### src/rtl/redmule_x_scheduler_pkg.sv
// Shared types for the RedMulE X-buffer scheduler.
//  x_sched_state_e : scheduler FSM states.
//  x_buffer_ctrl_t : command word sent to the X buffer. It carries the strobes
//                    plus the latched leftover configuration. Field widths come
//                    from the default array geometry below.
//  x_buffer_flgs_t : X buffer status flags. Only 'full' is cross-checked here.
package redmule_x_scheduler_pkg;

   localparam int unsigned ARRAY_HEIGHT = 4;
   localparam int unsigned ARRAY_WIDTH  = 4;
   localparam int unsigned X_DEPTH      = 4;
   localparam int unsigned X_TILE_W     = 16;

   localparam int unsigned X_ROWS_W  = $clog2(ARRAY_WIDTH) + 1;
   localparam int unsigned X_COLS_W  = $clog2(ARRAY_HEIGHT * X_DEPTH) + 1;
   localparam int unsigned X_SLOTS_W = $clog2(X_DEPTH) + 1;

   typedef enum logic [2:0] {
      IDLE,
      FILL,
      PRIME,
      STREAM,
      DONE
   } x_sched_state_e;

   typedef struct packed {
      logic                 clear;
      logic                 load;
      logic                 d_shift;
      logic                 blck_shift;
      logic                 h_shift;
      logic [X_ROWS_W-1:0]  rows_lftovr;
      logic [X_COLS_W-1:0]  cols_lftovr;
      logic [X_SLOTS_W-1:0] slots;
   } x_buffer_ctrl_t;

   typedef struct packed {
      logic full;
   } x_buffer_flgs_t;

endpackage

### src/rtl/redmule_x_scheduler.sv
// RedMulE X-buffer scheduler.
// Turns streamer X row beats and engine consume strobes into the X buffer
// command stream. A job runs over n_tiles X tiles. Each tile is handled in
// four steps:
//   - FILL loads w_lim rows.
//   - PRIME issues one block shift.
//   - STREAM issues H h_shifts per depth slice, for d_lim slices.
//   - The scheduler then refills for the next tile, or pulses done_o.
// Ports:
//   clk_i, rst_i (sync, active high), clear_i (soft clear, also forwarded in ctrl_o)
//   start_i/n_tiles_i/rows_lftovr_i/cols_lftovr_i/slots_i : job start and configuration
//   x_valid_i/x_ready_o     : X row beat handshake; a load is issued on the accepting cycle
//   eng_ready_i/eng_valid_o : engine consume handshake
//   buf_full_i              : buffer full flag, cross-checked against the FSM
//   ctrl_o                  : x_buffer_ctrl_t command word
//   busy_o, done_o, err_o   : status outputs; err_o is sticky until the next start
// Optional build macro REDMULE_XSCHED_PERF_EN adds two saturating stall counters:
//   perf_fill_stall_o : FILL cycles without x_valid_i
//   perf_eng_stall_o  : STREAM cycles without eng_ready_i
module redmule_x_scheduler
   import redmule_x_scheduler_pkg::*;
#(
   parameter int unsigned H      = ARRAY_HEIGHT,
   parameter int unsigned W      = ARRAY_WIDTH,
   parameter int unsigned D      = X_DEPTH,
   parameter int unsigned TILE_W = X_TILE_W
) (
   input  logic                      clk_i,
   input  logic                      rst_i,
   input  logic                      clear_i,
   input  logic                      start_i,
   input  logic [TILE_W-1:0]         n_tiles_i,
   input  logic [$clog2(W):0]        rows_lftovr_i,
   input  logic [$clog2(H*D):0]      cols_lftovr_i,
   input  logic [$clog2(D):0]        slots_i,
   input  logic                      x_valid_i,
   output logic                      x_ready_o,
   input  logic                      eng_ready_i,
   output logic                      eng_valid_o,
   input  logic                      buf_full_i,
   output x_buffer_ctrl_t            ctrl_o,
   output logic                      busy_o,
   output logic                      done_o,
   output logic                      err_o
`ifdef REDMULE_XSCHED_PERF_EN
   ,
   output logic [31:0]               perf_fill_stall_o,
   output logic [31:0]               perf_eng_stall_o
`endif
);

   localparam int unsigned WC_W = $clog2(W) + 1;
   localparam int unsigned CC_W = $clog2(H*D) + 1;
   localparam int unsigned SC_W = $clog2(D) + 1;
   localparam int unsigned HC_W = (H > 1) ? $clog2(H) : 1;

   x_sched_state_e    state_q, state_d;
   logic [WC_W-1:0]   w_cnt_q, w_cnt_d;
   logic [HC_W-1:0]   h_cnt_q, h_cnt_d;
   logic [SC_W-1:0]   slice_cnt_q, slice_cnt_d;
   logic [TILE_W-1:0] tile_cnt_q, tile_cnt_d;
   logic [TILE_W-1:0] n_tiles_q, n_tiles_d;
   logic [WC_W-1:0]   rows_q, rows_d;
   logic [CC_W-1:0]   cols_q, cols_d;
   logic [SC_W-1:0]   slots_q, slots_d;
   logic              err_q, err_d;

   logic [WC_W-1:0]   w_lim;
   logic [SC_W-1:0]   d_lim;
   logic              start_acc;

   // Leftovers apply to every tile of the job.
   assign w_lim     = (rows_q != '0) ? rows_q : WC_W'(W);
   assign d_lim     = (cols_q != '0) ? slots_q : SC_W'(D);
   assign start_acc = (state_q == IDLE) && start_i;

   always_comb begin
      state_d     = state_q;
      w_cnt_d     = w_cnt_q;
      h_cnt_d     = h_cnt_q;
      slice_cnt_d = slice_cnt_q;
      tile_cnt_d  = tile_cnt_q;
      n_tiles_d   = n_tiles_q;
      rows_d      = rows_q;
      cols_d      = cols_q;
      slots_d     = slots_q;
      err_d       = err_q;
      x_ready_o   = 1'b0;
      eng_valid_o = 1'b0;
      done_o      = 1'b0;
      ctrl_o      = '0;

      case (state_q)
         IDLE: begin
            if (start_i) begin
               state_d     = FILL;
               n_tiles_d   = (n_tiles_i == '0) ? TILE_W'(1) : n_tiles_i;
               rows_d      = rows_lftovr_i;
               cols_d      = cols_lftovr_i;
               slots_d     = slots_i;
               w_cnt_d     = '0;
               h_cnt_d     = '0;
               slice_cnt_d = '0;
               tile_cnt_d  = '0;
               err_d       = 1'b0;
            end
         end
         FILL: begin
            x_ready_o   = 1'b1;
            ctrl_o.load = x_valid_i;
            if (buf_full_i) err_d = 1'b1;
            if (x_valid_i) begin
               if (w_cnt_q == w_lim - WC_W'(1)) begin
                  w_cnt_d = '0;
                  state_d = PRIME;
               end else begin
                  w_cnt_d = w_cnt_q + WC_W'(1);
               end
            end
         end
         PRIME: begin
            // The block shift moves the first half of the slices into place.
            // Streaming then walks every slice from index 0.
            ctrl_o.blck_shift = 1'b1;
            if (!buf_full_i) err_d = 1'b1;
            h_cnt_d     = '0;
            slice_cnt_d = '0;
            state_d     = STREAM;
         end
         STREAM: begin
            eng_valid_o = 1'b1;
            if (eng_ready_i) begin
               ctrl_o.h_shift = 1'b1;
               if (h_cnt_q == HC_W'(H-1)) begin
                  h_cnt_d = '0;
                  if (slice_cnt_q == d_lim - SC_W'(1)) begin
                     // Last slice of the tile: no depth shift past d_lim.
                     slice_cnt_d = '0;
                     if (tile_cnt_q == n_tiles_q - TILE_W'(1)) begin
                        state_d = DONE;
                     end else begin
                        tile_cnt_d = tile_cnt_q + TILE_W'(1);
                        w_cnt_d    = '0;
                        state_d    = FILL;
                     end
                  end else begin
                     slice_cnt_d    = slice_cnt_q + SC_W'(1);
                     ctrl_o.d_shift = 1'b1;
                  end
               end else begin
                  h_cnt_d = h_cnt_q + HC_W'(1);
               end
            end
         end
         DONE: begin
            done_o  = 1'b1;
            state_d = IDLE;
         end
         default: state_d = IDLE;
      endcase

      ctrl_o.clear       = clear_i;
      ctrl_o.rows_lftovr = rows_q;
      ctrl_o.cols_lftovr = cols_q;
      ctrl_o.slots       = slots_q;
   end

   assign busy_o = (state_q != IDLE);
   assign err_o  = err_q;

   always_ff @(posedge clk_i) begin
      if (rst_i || clear_i) begin
         state_q     <= IDLE;
         w_cnt_q     <= '0;
         h_cnt_q     <= '0;
         slice_cnt_q <= '0;
         tile_cnt_q  <= '0;
         n_tiles_q   <= '0;
         rows_q      <= '0;
         cols_q      <= '0;
         slots_q     <= '0;
         err_q       <= 1'b0;
      end else begin
         state_q     <= state_d;
         w_cnt_q     <= w_cnt_d;
         h_cnt_q     <= h_cnt_d;
         slice_cnt_q <= slice_cnt_d;
         tile_cnt_q  <= tile_cnt_d;
         n_tiles_q   <= n_tiles_d;
         rows_q      <= rows_d;
         cols_q      <= cols_d;
         slots_q     <= slots_d;
         err_q       <= err_d;
      end
   end

`ifdef REDMULE_XSCHED_PERF_EN
   logic [31:0] fill_stall_q, fill_stall_d;
   logic [31:0] eng_stall_q, eng_stall_d;

   always_comb begin
      fill_stall_d = fill_stall_q;
      eng_stall_d  = eng_stall_q;
      if (start_acc) begin
         fill_stall_d = '0;
         eng_stall_d  = '0;
      end else begin
         if ((state_q == FILL) && !x_valid_i && (fill_stall_q != '1))
            fill_stall_d = fill_stall_q + 32'd1;
         if ((state_q == STREAM) && !eng_ready_i && (eng_stall_q != '1))
            eng_stall_d = eng_stall_q + 32'd1;
      end
   end

   always_ff @(posedge clk_i) begin
      if (rst_i || clear_i) begin
         fill_stall_q <= '0;
         eng_stall_q  <= '0;
      end else begin
         fill_stall_q <= fill_stall_d;
         eng_stall_q  <= eng_stall_d;
      end
   end

   assign perf_fill_stall_o = fill_stall_q;
   assign perf_eng_stall_o  = eng_stall_q;
`else
   // start_acc only feeds the stall counters.
   logic unused_start_acc;
   assign unused_start_acc = start_acc;
`endif

endmodule

### config.mk
export PLATFORM = sky130hd
export DESIGN_NAME = redmule_x_scheduler
export DESIGN_NICKNAME = d
export VERILOG_FILES = /design/src/rtl/redmule_x_scheduler_pkg.sv /design/src/rtl/redmule_x_scheduler.sv
export SDC_FILE = /design/constraint.sdc
export NUM_CORES = 1
export LEC_CHECK = 0
export ABC_AREA = 1
export CAP_MARGIN = 20
export CORE_ASPECT_RATIO = 1.1
export CORE_MARGIN = 2
export CORE_UTILIZATION = 59
export CTS_CLUSTER_SIZE = 40
export DETAILED_ROUTE_END_ITERATION = 16
export GPL_TIMING_DRIVEN = 0
export PLACE_DENSITY = 0.86
export SYNTH_ARGS = -nofsm -noshare
export SYNTH_HDL_FRONTEND = slang
export SYNTH_SLANG_ARGS = --single-unit
export TNS_END_PERCENT = 100
### constraint.sdc
create_clock -name clk_i -period 3.5 [get_ports clk_i]
set_clock_uncertainty 0.15 [all_clocks]
set_input_delay 1.05 -clock clk_i [delete_from_list [all_inputs] [get_ports clk_i]]
set_output_delay 1.05 -clock clk_i [all_outputs]
set_load 0.02 [all_outputs]
==> results.tsv <==
metric	value	unit
status	complete, no violations	
cpMostUsedCell	clkdlybuf4s50_1	
regToRegSetupSlack	770	ps
hpwl	7280	µm
startpoint_type	input pin	
drive_above_1_share	12.9	%
yosys_warnings	0	
netlist-cell-type-count	39	
nets	655	
crit_start	clear_i	
syn-num-nets	584	
crit_fanout	2	
required	2300	ps
layoutNonFillerInstCount	691	
finalHoldViolCount	0	
cts_root_buf	clkbuf_8	
end_kind	output pin	
cp.arrival	2230	ps
critPathTopFamily	buffers and inverters	
grt_pass1_wl	15900	µm
detail-route-antenna-nets	0	
antenna_found_initial	0	
final_common_cell	nand2_1	
tightest_slew	668	ps
maxCapViolCount	0	
num_antenna_cells	0	
cp_slowest_cell	clkdlybuf4s50_1	
synth_edf_count	0	
core	5810	µm²
relSlewSlack	55.5	%
synth_area_leaders	dfxtp_1 (31%), nand2_1 (12%), nor2_1 (11%)	
rr_endpoint	state_q[1]	
track_usage	29.5	%
wl_per_cell	14.1	µm
cp-endpoint	ctrl_o[15]	
drcViolationCount	0	
synth.top_cell.area_share	30.9	%
multi_input_area	2180	µm²
grt_max_degree	18	
synth_seq_cells	55	
max_stage_delay	590	ps
cts_tree	done	
maxSlewViolCount	0	
clock_path_buffers	2	
worstSkewPairLatency	320	ps
power_leakage	1.87	nW
row_count	29	
power_density	327	nW/µm²
dieArea	6680	µm²
initial_core_util	61.4	%
rsz0062_at_grt	false	
syn_area_per_cell	6.58	µm²
rr_worst_depth	13	
path_cells	clkdlybuf4s50_1, buf_4, clkdlybuf4s50_1	
fp.dieW	78.1	µm
r2r_start	cols_q[4]	
gr-total-overflow	0	
finalCritPeriodShare	98.0	%
ys_async_sr_fraction	0	%
numCtsBuffers	5	
routed_via_density	5.43	
wl	9750	µm
gp_congestion	0.922	
ff_latch_area	1100	µm²
synth_cells	542	
drt_iter0_drc	187	
synth_ff_type	dfxtp_1	
dp.cells	673	
total_power	0.00144	W
boundaryPins	55	
syn2layout_area_growth	23.9	%
syn_area	3570	µm²
path_buf_inv	3	
path_clk_slew	100	ps
fmax	0.292	GHz
die_h	85.5	µm
ir_drop	0.238	mV
htree_levels	2	
portBuffers	54	
layout_common_cells	nand2_1 (108), nor2_1 (103), dfxtp_1 (55), clkdlybuf4s50_1 (49), inv_1 (42)	
nFillCells	511	
firstDrtPassIters	4	
period_minus_slack	3430	ps
first_global_vias	3590	
synth_top_area_cell	dfxtp_1	
critPathKind	input pin to output pin	
setup_viol	0	
seq_area_frac_synth	30.9	%
min_path_type	register to register	
cp.depth	3	
cts.sinks	55	
num_vias	3751	
==> cell type report <==
type | instances | area share, %
Sequential cell | 55 | 24.9
Buffer | 20 | 2.44
Inverter | 54 | 4.59
Clock inverter | 2 | 0.368
Tap cell | 77 | 2.18
Clock buffer | 6 | 1.87
Timing Repair Buffer | 64 | 14.2
Multi-Input combinational cell | 413 | 49.4
==> synth_stat cells (7+ instances only) <==
master and count:
nor2_1 104, a21oi_1 20, a211oi_1 7, nor3_1 10, nor2_2 11, nand2_1 111
a21oi_2 10, nand4_1 23, inv_1 46, dfxtp_1 55, nand2_2 10, nand3_1 20
xor2_1 24, ha_1 8, inv_2 7, clkbuf_1 10, o21ai_0 27
==> power breakdown <==
part / leakage, nW / switching, W / internal [W]
Sequential: 0.447 / 0.0000204 / 0.000646
Combinational: 1.38 / 0.000234 / 0.000155
Clock: 0.0474 / 0.000227 / 0.000162
==> worst min-delay path by stage <==
stage | from | to | cells past startpoint
6_report | slots_q[2] | slots_q[2] | 2
5_1_grt | cols_q[3] | cols_q[3] | 2
4_1_cts | slots_q[2] | slots_q[2] | 2
3_5_place_dp | slots_q[2] | slots_q[2] | 2
3_3_place_gp | err_o | err_o | 2
2_1_floorplan | h_cnt_q[1] | h_cnt_q[1] | 2
==> worst reg2reg max path: cells and delay by family, from the launching register on <==
| kind | cells | cell delay (ps) |
|---|---|---|
| simple gates | 8 | 1410 |
| fa+ha+maj | 1 | 160 |
| flops | 1 | 350 |
| xor+xnor | 2 | 290 |
| compound gates | 2 | 270 |
==> layer usage <==
layer	wire length [µm]	global-route usage, %
met5	0	0
met1	4220	35.0
met3	413	4.74
met4	187	9.41
met2	4930	54.3
==> registers in the layout, indices dropped and copies added, names as in the netlist <==
name / flops
h_cnt_q: 2
err_o: 1
rows_q: 3
slice_cnt_q: 3
w_cnt_q: 3
cols_q: 5
state_q: 3
slots_q: 3
n_tiles_q: 16
tile_cnt_q: 16
==> metrics by stage <==
stage	utilization, %	instance area [µm²]	TNS, ps	hold WS [ps]	setup WS [ps]
floorplan	-	3570	0	297	282
global route	76.1	4420	0	354	48.3
finish	76.1	4420	0	329	70.4
detailed placement	72.4	4200	-796	317	-796
CTS	74.6	4330	-112	334	-112
global placement	72.4	4200	-733	300	-733
==> timing repair <==
action                                  in CTS  in global routing
hold buffers                                 0                  0
pin swaps                                    3                  4
endpoints found under the setup margin       2                  3
gates resized for setup                     11                 11
cloned                                       0                  0
buffers inserted                             2                  8
==> cells by family after synthesis <==
kind of cell               count (synthesis)  synth area share (%)
and+or+nand+nor                          304                  38.4
AOI/OAI and AO/OA                         71                  11.9
adders and majority gates                  8                  2.81
DFF                                       55                  30.9
xor gates and xnor gates                  30                  7.37
buffers and inverters                     74                  8.70
Note: power is estimated with default switching activity, not from simulation.
